**config.mk**
```make
export PLATFORM = sky130hd
export DESIGN_NAME = mvu_job_arbiter_flat
export DESIGN_NICKNAME = d
export VERILOG_FILES = /design/src/rtl/mvu_job_arbiter_if.sv /design/src/rtl/mvu_job_arbiter.sv /design/src/flat_wrapper.sv
export SDC_FILE = /design/constraint.sdc
export NUM_CORES = 1
export LEC_CHECK = 0
export CORE_MARGIN = 5
export CORE_UTILIZATION = 43
export CTS_BUF_LIST = sky130_fd_sc_hd__clkbuf_4
export DETAILED_ROUTE_END_ITERATION = 6
export PLACE_DENSITY = 0.88
export SLEW_MARGIN = 20
export SYNTH_ARGS = -nofsm -noshare
export SYNTH_HDL_FRONTEND = slang
export SYNTH_SLANG_ARGS = --single-unit
export TNS_END_PERCENT = 1
```
**constraint.sdc**
```tcl
create_clock -name clk -period 4.2 [get_ports clk]
set_input_delay 0.84 -clock clk [delete_from_list [all_inputs] [get_ports clk]]
set_output_delay 0.84 -clock clk [all_outputs]
set_load 0.03 [all_outputs]
```
**src/rtl/mvu_job_arbiter_if.sv**
```systemverilog
// Job interface between the pito harts, the arbiter and the MVU command port.
// The master modport is the requester/MVU side; the slave modport is the arbiter.
interface mvu_job_arbiter_if #(
  parameter int NREQ  = 8,
  parameter int CFG_W = 32
);
  localparam int OW = $clog2(NREQ);

  logic [NREQ-1:0]       req;
  logic [NREQ*CFG_W-1:0] cfg;
  logic [NREQ-1:0]       ack;
  logic [NREQ-1:0]       irq;
  logic [NREQ-1:0]       err;
  logic                  mvu_start;
  logic [CFG_W-1:0]      mvu_cfg;
  logic [OW-1:0]         mvu_owner;
  logic                  mvu_done;
  logic                  busy;

  modport master (
    output req, cfg, mvu_done,
    input  ack, irq, err, mvu_start, mvu_cfg, mvu_owner, busy
  );

  modport slave (
    input  req, cfg, mvu_done,
    output ack, irq, err, mvu_start, mvu_cfg, mvu_owner, busy
  );
endinterface

```
**src/rtl/mvu_job_arbiter.sv**
```systemverilog
// Round-robin arbiter sharing one MVU command port among NREQ harts.
// One job in flight at a time: grant, single-cycle start, wait for done or
// timeout, then a completion (irq) or error (err) pulse to the owner.
// Every output is a register; next-state logic computes the values the
// outputs take in the following state.
module mvu_job_arbiter #(
  parameter int NREQ    = 8,
  parameter int CFG_W   = 32,
  parameter int TIMEOUT = 4096,
  parameter int TO_W    = 16
) (
  input  logic                clk,
  input  logic                rst,
  mvu_job_arbiter_if.slave    bus
);
  localparam int OW = $clog2(NREQ);

  typedef enum logic [1:0] {
    s_idle  = 2'd0,
    s_start = 2'd1,
    s_busy  = 2'd2,
    s_done  = 2'd3
  } state_t;

  state_t           state_q, state_d;
  logic [OW-1:0]    rr_ptr_q, rr_ptr_d;
  logic [OW-1:0]    owner_q, owner_d;
  logic [TO_W-1:0]  cnt_q, cnt_d;
  logic [CFG_W-1:0] cfg_q, cfg_d;
  logic [NREQ-1:0]  ack_q, ack_d;
  logic [NREQ-1:0]  irq_q, irq_d;
  logic [NREQ-1:0]  err_q, err_d;
  logic             start_q, start_d;
  logic             busy_q, busy_d;

  logic             grant_vld;
  logic [OW-1:0]    grant_idx;
  logic [OW-1:0]    scan_idx;

  function automatic logic [NREQ-1:0] onehot(input logic [OW-1:0] idx);
    logic [NREQ-1:0] v;
    v      = '0;
    v[idx] = 1'b1;
    return v;
  endfunction

  // Rotating priority search: first set req bit from rr_ptr upward, wrapping
  // naturally because NREQ is a power of two.
  always_comb begin
    grant_vld = 1'b0;
    grant_idx = rr_ptr_q;
    scan_idx  = rr_ptr_q;
    for (int i = 0; i < NREQ; i++) begin
      scan_idx = rr_ptr_q + OW'(i);
      if (!grant_vld && bus.req[scan_idx]) begin
        grant_vld = 1'b1;
        grant_idx = scan_idx;
      end
    end
  end

  // Next-state and next-output logic; pulses default low each cycle.
  always_comb begin
    state_d  = state_q;
    rr_ptr_d = rr_ptr_q;
    owner_d  = owner_q;
    cnt_d    = cnt_q;
    cfg_d    = cfg_q;
    ack_d    = '0;
    irq_d    = '0;
    err_d    = '0;
    start_d  = 1'b0;
    busy_d   = 1'b0;
    case (state_q)
      s_idle: begin
        if (grant_vld) begin
          state_d = s_start;
          owner_d = grant_idx;
          cfg_d   = bus.cfg[grant_idx*CFG_W +: CFG_W];
          ack_d   = onehot(grant_idx);
          start_d = 1'b1;
          busy_d  = 1'b1;
        end
      end
      s_start: begin
        // mvu_done is deliberately not looked at here.
        state_d = s_busy;
        cnt_d   = '0;
        busy_d  = 1'b1;
      end
      s_busy: begin
        busy_d = 1'b1;
        cnt_d  = cnt_q + TO_W'(1);
        if (bus.mvu_done) begin
          // Done wins over a coincident timeout.
          state_d = s_done;
          irq_d   = onehot(owner_q);
        end else if (cnt_q == TO_W'(TIMEOUT - 1)) begin
          state_d = s_done;
          err_d   = onehot(owner_q);
        end
      end
      s_done: begin
        state_d  = s_idle;
        rr_ptr_d = owner_q + OW'(1);
      end
      default: begin
        state_d = s_idle;
      end
    endcase
  end

  // State and output registers; reset drops any job in flight silently.
  always_ff @(posedge clk) begin
    if (rst) begin
      state_q  <= s_idle;
      rr_ptr_q <= '0;
      owner_q  <= '0;
      cnt_q    <= '0;
      cfg_q    <= '0;
      ack_q    <= '0;
      irq_q    <= '0;
      err_q    <= '0;
      start_q  <= 1'b0;
      busy_q   <= 1'b0;
    end else begin
      state_q  <= state_d;
      rr_ptr_q <= rr_ptr_d;
      owner_q  <= owner_d;
      cnt_q    <= cnt_d;
      cfg_q    <= cfg_d;
      ack_q    <= ack_d;
      irq_q    <= irq_d;
      err_q    <= err_d;
      start_q  <= start_d;
      busy_q   <= busy_d;
    end
  end

  assign bus.ack       = ack_q;
  assign bus.irq       = irq_q;
  assign bus.err       = err_q;
  assign bus.mvu_start = start_q;
  assign bus.mvu_cfg   = cfg_q;
  assign bus.mvu_owner = owner_q;
  assign bus.busy      = busy_q;
endmodule
```
**src/flat_wrapper.sv**
```systemverilog
// flat-port wrapper written by rule: the top's interface ports become plain ports
module mvu_job_arbiter_flat 
#(
  parameter int NREQ    = 8,
  parameter int CFG_W   = 32,
  parameter int TIMEOUT = 4096,
  parameter int TO_W    = 16
)
  (clk, rst, bus_req, bus_cfg, bus_mvu_done, bus_ack, bus_irq, bus_err, bus_mvu_start, bus_mvu_cfg, bus_mvu_owner, bus_busy);
  mvu_job_arbiter_if #(.NREQ(NREQ), .CFG_W(CFG_W)) bus_i ();
  input  logic clk;
  input  logic rst;
  input wire logic [$bits(bus_i.req)-1:0] bus_req;
  input wire logic [$bits(bus_i.cfg)-1:0] bus_cfg;
  input wire logic [$bits(bus_i.mvu_done)-1:0] bus_mvu_done;
  output wire logic [$bits(bus_i.ack)-1:0] bus_ack;
  output wire logic [$bits(bus_i.irq)-1:0] bus_irq;
  output wire logic [$bits(bus_i.err)-1:0] bus_err;
  output wire logic [$bits(bus_i.mvu_start)-1:0] bus_mvu_start;
  output wire logic [$bits(bus_i.mvu_cfg)-1:0] bus_mvu_cfg;
  output wire logic [$bits(bus_i.mvu_owner)-1:0] bus_mvu_owner;
  output wire logic [$bits(bus_i.busy)-1:0] bus_busy;
  assign bus_i.req = bus_req;
  assign bus_i.cfg = bus_cfg;
  assign bus_i.mvu_done = bus_mvu_done;
  assign bus_ack = bus_i.ack;
  assign bus_irq = bus_i.irq;
  assign bus_err = bus_i.err;
  assign bus_mvu_start = bus_i.mvu_start;
  assign bus_mvu_cfg = bus_i.mvu_cfg;
  assign bus_mvu_owner = bus_i.mvu_owner;
  assign bus_busy = bus_i.busy;
  mvu_job_arbiter #(.NREQ(NREQ), .CFG_W(CFG_W), .TIMEOUT(TIMEOUT), .TO_W(TO_W)) u_core (.clk(clk), .rst(rst), .bus(bus_i));
endmodule
```
==> summary.txt, run 1 <==
Pwr
  – PnR Total Power: 7.83 mW
  – Seq pwr share: 13.8%
  – Int Power: 3.70 mW
  – Clock power frac: 6.7%
  – Pwr/cell area: 591 nW/um^2
  – Pleak: 4.36 nW
  – Sw frac: 52.7%
  – Max IR drop VDD: 487 uV
  – Sw power: 4.12 mW
  – Logic gate share of total power: 79.5%

STA
  – Setup WS post-layout: 0.226 ns
  – Crit path time final: 3.97 ns
  – Tcrit/Tclk final: 94.6%
  – Endpoints failing setup: 0
  – Max-slew headroom: 39.8%
  – Worst-margin pin slew: 0.902 ns
  – Setup TNS: 0 ns
  – Skew final: 0.0360 ns
  – Fin Hold WS: 0.507 ns
  – RSZ-0062 raised after global routing: false
  – Maximum achievable frequency: 0.252 GHz
  – Hold Fails Final Rpt: 0
  – Max-slew violations: 0

Finish
  – Final instance area: 13200 um^2
  – Nets: 1791
  – Share of layout cells above drive strength 1: 8.42%
  – Area grow syn2layout: 44.7%
  – Non-filler cells, final: 1807
  – Final core utilization: 63.0%

Clocking
  – Clk pin slew, worst setup/hold paths: 0.16 ns
  – Clock Latency Late Sink: 0.50 ns
  – CTS H-tree lvls: 3
  – Clk root buf: clkbuf_4
  – Clock Sinks: 82
  – Hold buffers post-CTS: 0
  – Longest Clk Path Bufs: 2
  – CTS tree: built
  – CTS buffer count: 9

Yosys
  – Post-Syn Area: 9160 um^2
  – Cells after Synth: 1249
  – Library cells used by synthesis: 52
  – YS warnings: 0
  – Synth top area share: 27.7%
  – Syn_area_per_cell: 7.33 um^2
  – Syn nets: 1525
  – Leading area contributor after synthesis: a221oi_1
  – Ys async rst share: 0%
  – Register area share after synthesis: 17.9%
  – Largest cells by area after synthesis: a221oi_1 28%, dfxtp_1 18%, nand2_1 7.5%, nor2_1 6.0%, o211ai_1 5.3%
  – Flop and latch count out of synthesis: 82
  – Post-synth EDFFs: 0
  – Post-synth top flop: dfxtp_1

Setup path
  – R2R cell count: 15
  – CP top delay family: compound AO/OA/AOI/OAI gates
  – CP Data Required Time: 4.60 ns
  – Worst path max stage delay: 0.54 ns
  – R2R Setup Slk: 0.23 ns
  – Worst r2r dst: u_core.bus.mvu_cfg[24]$_SDFFE_PP0P_
  – Worst path buffer plus inverter count: 4
  – Reg-to-Reg Start: u_core.rr_ptr_q[1]$_SDFFE_PP0N_
  – CP max FO: 32
  – CP Launch Type: flip-flop
  – WS Path Type: reg -> reg
  – Slowest-stage cell, CP: mux4_2
  – CP endpoint kind: flip-flop
  – Crit path DAT: 4.38 ns
  – Cells along the critical path: inv_1 > ha_4 > mux2_1 > mux4_2 > o32ai_4 > buf_4 > nand3_4 > buf_4 > o31ai_4 > nor2b_2 > buf_12 > nand2_1 > o2111ai_1 > o211ai_1 > o211ai_1

Global routing
  – Gr ovfl total: 0
  – First-pass GRT wire length: 61300 um
  – Initial antenna violation count: 13
  – Vias in the first global route: 11200
  – Tot GR Track Use: 30.8%
  – Largest net degree at the start of global routing: 100

Routing
  – First-pass DRT Iterations: 7
  – Final Routed Wirelength: 40600 um
  – Via density: 6.92
  – DR DRC count: 1
  – 1st-iter DRT viols: 1433
  – Per-cell routed wire length: 22.5 um
  – Antenna Violating Nets Remaining: 0
  – Vias: 12500

Floorplanning
  – DIE AREA: 24300 um^2
  – Starting Density: 43.6%
  – Site Rows: 53
  – Core area: 21000 um^2
  – Die width: 156 um
  – Boundary pin count: 328
  – Die Ht: 156 um

Worst hold path
  – Worst Hold Class: reg -> reg
  – Hold Path Sink: u_core.cnt_q[11]$_SDFFE_PP0P_
  – Hold Crit Depth: 2
  – Min-delay src: u_core.cnt_q[11]$_SDFFE_PP0P_

Placement
  – Port Buf Inserts: 327
  – Placement Setup Slack: -0.175 ns
  – Dpl cells: 1778
  – GPL Wtd Cong: 0.919
  – Placed instance area: 13000 um^2
  – Dpl hpwl: 30100 um

Status
  – Status: finished, violations left
  – Violated checks: DRC

Job
  – Max cap viols: 0
[routing by layer]
metal	GRT usage, %	routed length, um	share of wire (%)	vias to the layer above
li1	-	-	-	5672
met1	40.5	15600	38	5882
met2	47.8	18400	45	820
met3	8.07	4820	12	117
met4	13.4	1760	4.3	8
met5	0	39	0.096	-
[power groups by stage]
| stage | registers (mW) | clock network [mW] | logic, mW |
|---|---|---|---|
| 3_5_place_dp | 1.09 | 0 | 6.05 |
| 5_1_grt | 1.10 | 0.562 | 6.69 |
| 3_3_place_gp | 1.09 | 0 | 5.90 |
| 2_1_floorplan | 1.32 | 0 | 3.70 |
| 6_report | 1.08 | 0.522 | 6.23 |
| 4_1_cts | 1.08 | 0.533 | 6.07 |
[worst max-delay path by stage]
| stage | from | endpoint | cells after the start |
|---|---|---|---|
| 2_1_floorplan | u_core.rr_ptr_q[0]$_SDFFE_PP0N_ | u_core.bus.mvu_cfg[31]$_SDFFE_PP0P_ | 15 |
| 3_3_place_gp | bus_req[3] | u_core.bus.mvu_cfg[24]$_SDFFE_PP0P_ | 14 |
| 3_5_place_dp | bus_req[6] | u_core.bus.mvu_cfg[24]$_SDFFE_PP0P_ | 11 |
| 4_1_cts | u_core.rr_ptr_q[1]$_SDFFE_PP0N_ | u_core.bus.mvu_cfg[24]$_SDFFE_PP0P_ | 14 |
| 5_1_grt | u_core.rr_ptr_q[0]$_SDFFE_PP0N_ | u_core.bus.mvu_cfg[27]$_SDFFE_PP0P_ | 13 |
| 6_report | u_core.rr_ptr_q[1]$_SDFFE_PP0N_ | u_core.bus.mvu_cfg[24]$_SDFFE_PP0P_ | 15 |
[sequential cells by signal, indices dropped and copies added, names as in the netlist]
name	flops
u_core.bus.mvu_cfg	32
u_core.cnt_q	16
u_core.bus.ack	8
u_core.bus.err	8
u_core.bus.irq	8
u_core.bus.mvu_owner	3
u_core.rr_ptr_q	3
u_core.state_q	2
u_core.bus.busy	1
u_core.bus.mvu_start	1
[placed cells by master, fill, tap and decap left out, types with 8 or more instances in the layout]
master	count
clkdlybuf4s50_1	327
a221oi_1	289
nand2_1	182
nor2_1	147
dfxtp_1	81
o211ai_1	65
a21oi_1	51
buf_4	51
nand4_1	36
a221o_1	33
o21ai_0	32
o2111ai_1	31
buf_12	23
o21ai_1	14
diode_2	12
mux4_2	10
nor3_1	10
clkbuf_4	10
inv_1	9
mux2i_1	9
xor2_1	9
mux2_2	8
ha_1	8
[synth_stat cells, types with 5 or more instances]
master,count
ha_1,9
o21ai_0,32
nor2_1,147
xor2_1,9
o211ai_1,65
dfxtp_1,82
mux2_2,8
xnor2_1,7
a221oi_1,290
mux4_2,10
o2111ai_1,31
nand4_1,36
nand2b_1,5
a221o_1,33
nand2_1,182
o21ai_1,15
inv_1,9
clkbuf_1,101
mux2i_1,10
nand3_1,7
buf_2,38
nor3_1,10
a21oi_1,51
buf_4,6
[cells by family after synthesis]
kind of cell               Yosys count  share of synthesized area (%)
AOI/OAI and AO/OA                  534                           47.0
adders and majority gates            9                           1.23
muxes                               33                           5.27
DFF                                 82                           17.9
xor gates and xnor gates            17                           1.71
and+or+nand+nor                    415                           19.5
buffers and inverters              159                           7.36
[worst min-delay path, stage by stage (launching register included)]
cell and delay [ns]:
dfxtp_1 0.35, o21ai_0 0.07, a21oi_1 0.06
[final cells by class]
cell class                      instances  area [um^2]
Clock buffer                           10         75.1
Antenna cell                           12         30.0
Sequential cell                        82         1650
Multi-Input combinational cell       1008         6890
Timing Repair Buffer                  404         4150
Clock inverter                          6         73.8
Tap cell                              275          344
Fill cell                            1803         7770
Inverter                               10         40.0
[timing repair]
| item | 4_1_cts | 5_1_grt |
|---|---|---|
| buffers inserted | 0 | 1 |
| resized for setup | 0 | 4 |
| endpoints found under the setup margin | 0 | 28 |
Note: power is estimated with default switching activity, not from simulation.
==> run 2: changes to the inputs <==
Settings changed: ABC_CLOCK_PERIOD_IN_PS set to 4200.
==> results of run 2 <==
No change in the layout: final DEF, timing and power equal those of run 1.
==> run 3: changes to the inputs <==
Settings changed: MAX_ROUTING_LAYER set to met4.
==> run 3 against run 2 <==
  * The flow now finishes without violations
  * Clock-buffer cell count down 1
  * Clock skew down 0.0055 ns
  * Design area increased by 0.24%
  * Critical path depth is 2 lower
  * Via count up 0.21%
  * Core utilization rose by 0.15 points
  * Register-to-register slack about the same
  * Power about the same
  * Worst setup slack got worse by 0.00061 ns
  * Largest power group unchanged
  * Highest routed layer is now met4
  * Clock power fell by 11%
==> summary.txt, run 3 (synthesis gave the netlist of run 1 again) <==
Placement
  – GPL Wtd Cong: 0.971
  – Port Buf Inserts: 327
  – Dpl hpwl: 30000 um
  – Placed instance area: 13100 um^2

Floorplanning
  – Starting Density: 43.6%
  – Boundary pin count: 328
  – Die Ht: 156 um
  – Die width: 156 um
  – Core area: 21000 um^2
  – DIE AREA: 24300 um^2
  – Site Rows: 53

Routing
  – First-pass DRT Iterations: 7
  – Antenna Violating Nets Remaining: 0
  – Via density: 6.90
  – DR DRC count: 0
  – Final Routed Wirelength: 40700 um
  – Per-cell routed wire length: 22.4 um
  – 1st-iter DRT viols: 1464
  – Vias: 12500

Finish
  – Max reg flops: 32
  – Share of layout cells above drive strength 1: 8.72%
  – Commonest non-fill, non-tap cell in the layout: clkdlybuf4s50_1
  – Nets: 1796
  – Final core utilization: 63.2%
  – Final instance area: 13300 um^2
  – Area grow syn2layout: 45.0%
  – Most frequent cells in the layout: 327 x clkdlybuf4s50_1, 289 x a221oi_1, 182 x nand2_1, 147 x nor2_1, 81 x dfxtp_1

Clocking
  – Clk pin slew, worst setup/hold paths: 0.15 ns
  – Post-CTS Setup Bufs: 0
  – CTS tree: built
  – Clock Sinks: 82
  – Longest Clk Path Bufs: 2
  – CTS buffer count: 9
  – Hold buffers post-CTS: 0
  – CTS H-tree lvls: 3
  – Post-CTS Resized: 0
  – Clk root buf: clkbuf_4
  – Clock Latency Late Sink: 0.50 ns

STA
  – Endpoints failing setup: 0
  – Fin Hold WS: 0.500 ns
  – Skew final: 0.0305 ns
  – Tcrit/Tclk final: 94.6%
  – Crit path time final: 3.97 ns
  – RSZ-0062 raised after global routing: false
  – Hold Fails Final Rpt: 0
  – Maximum achievable frequency: 0.252 GHz
  – Max-slew violations: 0
  – Max-slew headroom: 41.9%
  – Worst-margin pin slew: 0.872 ns

Setup path
  – CP Data Required Time: 4.61 ns
  – WS Path Type: reg -> reg
  – Crit path DAT: 4.39 ns
  – Worst path buffer plus inverter count: 3
  – Worst path max stage delay: 0.53 ns
  – CP endpoint kind: flip-flop
  – CP Launch Type: flip-flop
  – CP max FO: 20
  – Cells along the critical path: inv_1 > ha_2 > mux2_1 > mux4_2 > o32ai_4 > nand3_4 > or2_1 > mux2i_4 > buf_4 > buf_12 > a221o_1 > o21ai_0 > o211ai_1
  – CP Launch Point: u_core.rr_ptr_q[1]$_SDFFE_PP0N_
  – Reg-to-Reg Start: u_core.rr_ptr_q[1]$_SDFFE_PP0N_
  – CP top delay family: multiplexers
  – Slowest-stage cell, CP: mux4_2

Global routing
  – Vias in the first global route: 11100
  – Initial antenna violation count: 15
  – Largest net degree at the start of global routing: 97
  – Tot GR Track Use: 31.9%
  – First-pass GRT wire length: 61200 um
  – Gr ovfl total: 0

Pwr
  – PnR Total Power: 7.82 mW
  – Pwr/cell area: 589 nW/um^2
  – Max IR drop VDD: 319 uV
  – Pleak: 4.38 nW

Status
  – Status: completed

Worst hold path
  – Min-delay src: u_core.cnt_q[11]$_SDFFE_PP0P_
  – Worst Hold Class: reg -> reg

Job
  – Max cap viols: 0
==> run 3: cell count changes in the layout (fill, tap and decap cells not counted) <==
cell        before  now
clkinv_2         0    1
ha_2             0    1
buf_12          23   25
bufinv_16        1    0
buf_4           51   56
inv_6            1    3
ha_4             1    0
clkbuf_4        10    9
diode_2         12   15
clkinvlp_4       2    0
clkinv_4         1    2
buf_6            3    1
==> run 3: worst register-to-register path: stages, from the launching register on <==
cell	delay (ns)
dfxtp_1	0.36
inv_1	0.13
ha_2	0.44
mux2_1	0.39
mux4_2	0.53
o32ai_4	0.36
nand3_4	0.19
or2_1	0.34
mux2i_4	0.27
buf_4	0.26
buf_12	0.18
a221o_1	0.20
o21ai_0	0.10
o211ai_1	0.18
==> run 3: stage by stage <==
stage,setup TNS (ns),setup slack (ns),std cells
finish,0,0.226,1815
global placement,-0.0695,-0.0558,1784
floorplan,0,0.0214,1249
detailed placement,-1.37,-0.0810,1784
global route,0,0.0358,1815
CTS,0,0.222,1800
==> run 3: where the power goes <==
part	internal [mW]	total [mW]	leakage [nW]	switching, mW
Sequential	0.947	1.09	0.671	0.141
Combinational	2.60	6.27	3.64	3.67
Clock	0.133	0.465	0.0733	0.332
==> run 3: worst paths after layout <==
path	cells after the start	slack (ns)	to
hold / removal	2	0.50	u_core.cnt_q[11]$_SDFFE_PP0P_
setup / recovery	13	0.23	u_core.bus.mvu_cfg[23]$_SDFFE_PP0P_
hold reg to reg	2	0.50	u_core.cnt_q[11]$_SDFFE_PP0P_
setup reg to reg	13	0.23	u_core.bus.mvu_cfg[23]$_SDFFE_PP0P_
==> run 3: area by class of cell <==
class,instances,area [um^2]
clock inverters,7,60.1
well taps,275,344
repair buffers,409,4210
clock buffers,9,67.6
flip-flops and latches,82,1650
multi-input cells,1008,6880
inverters,10,40.0
fillers,1823,7740
diodes,15,37.5
==> run 3: per-layer routing <==
layer	GRT usage [%]	vias up	routed length [um]
met3	8.77	108	4870
met2	47.0	853	18100
li1	-	5691	-
met5	-	-	0
met1	40.9	5873	15800
met4	13.7	0	1890
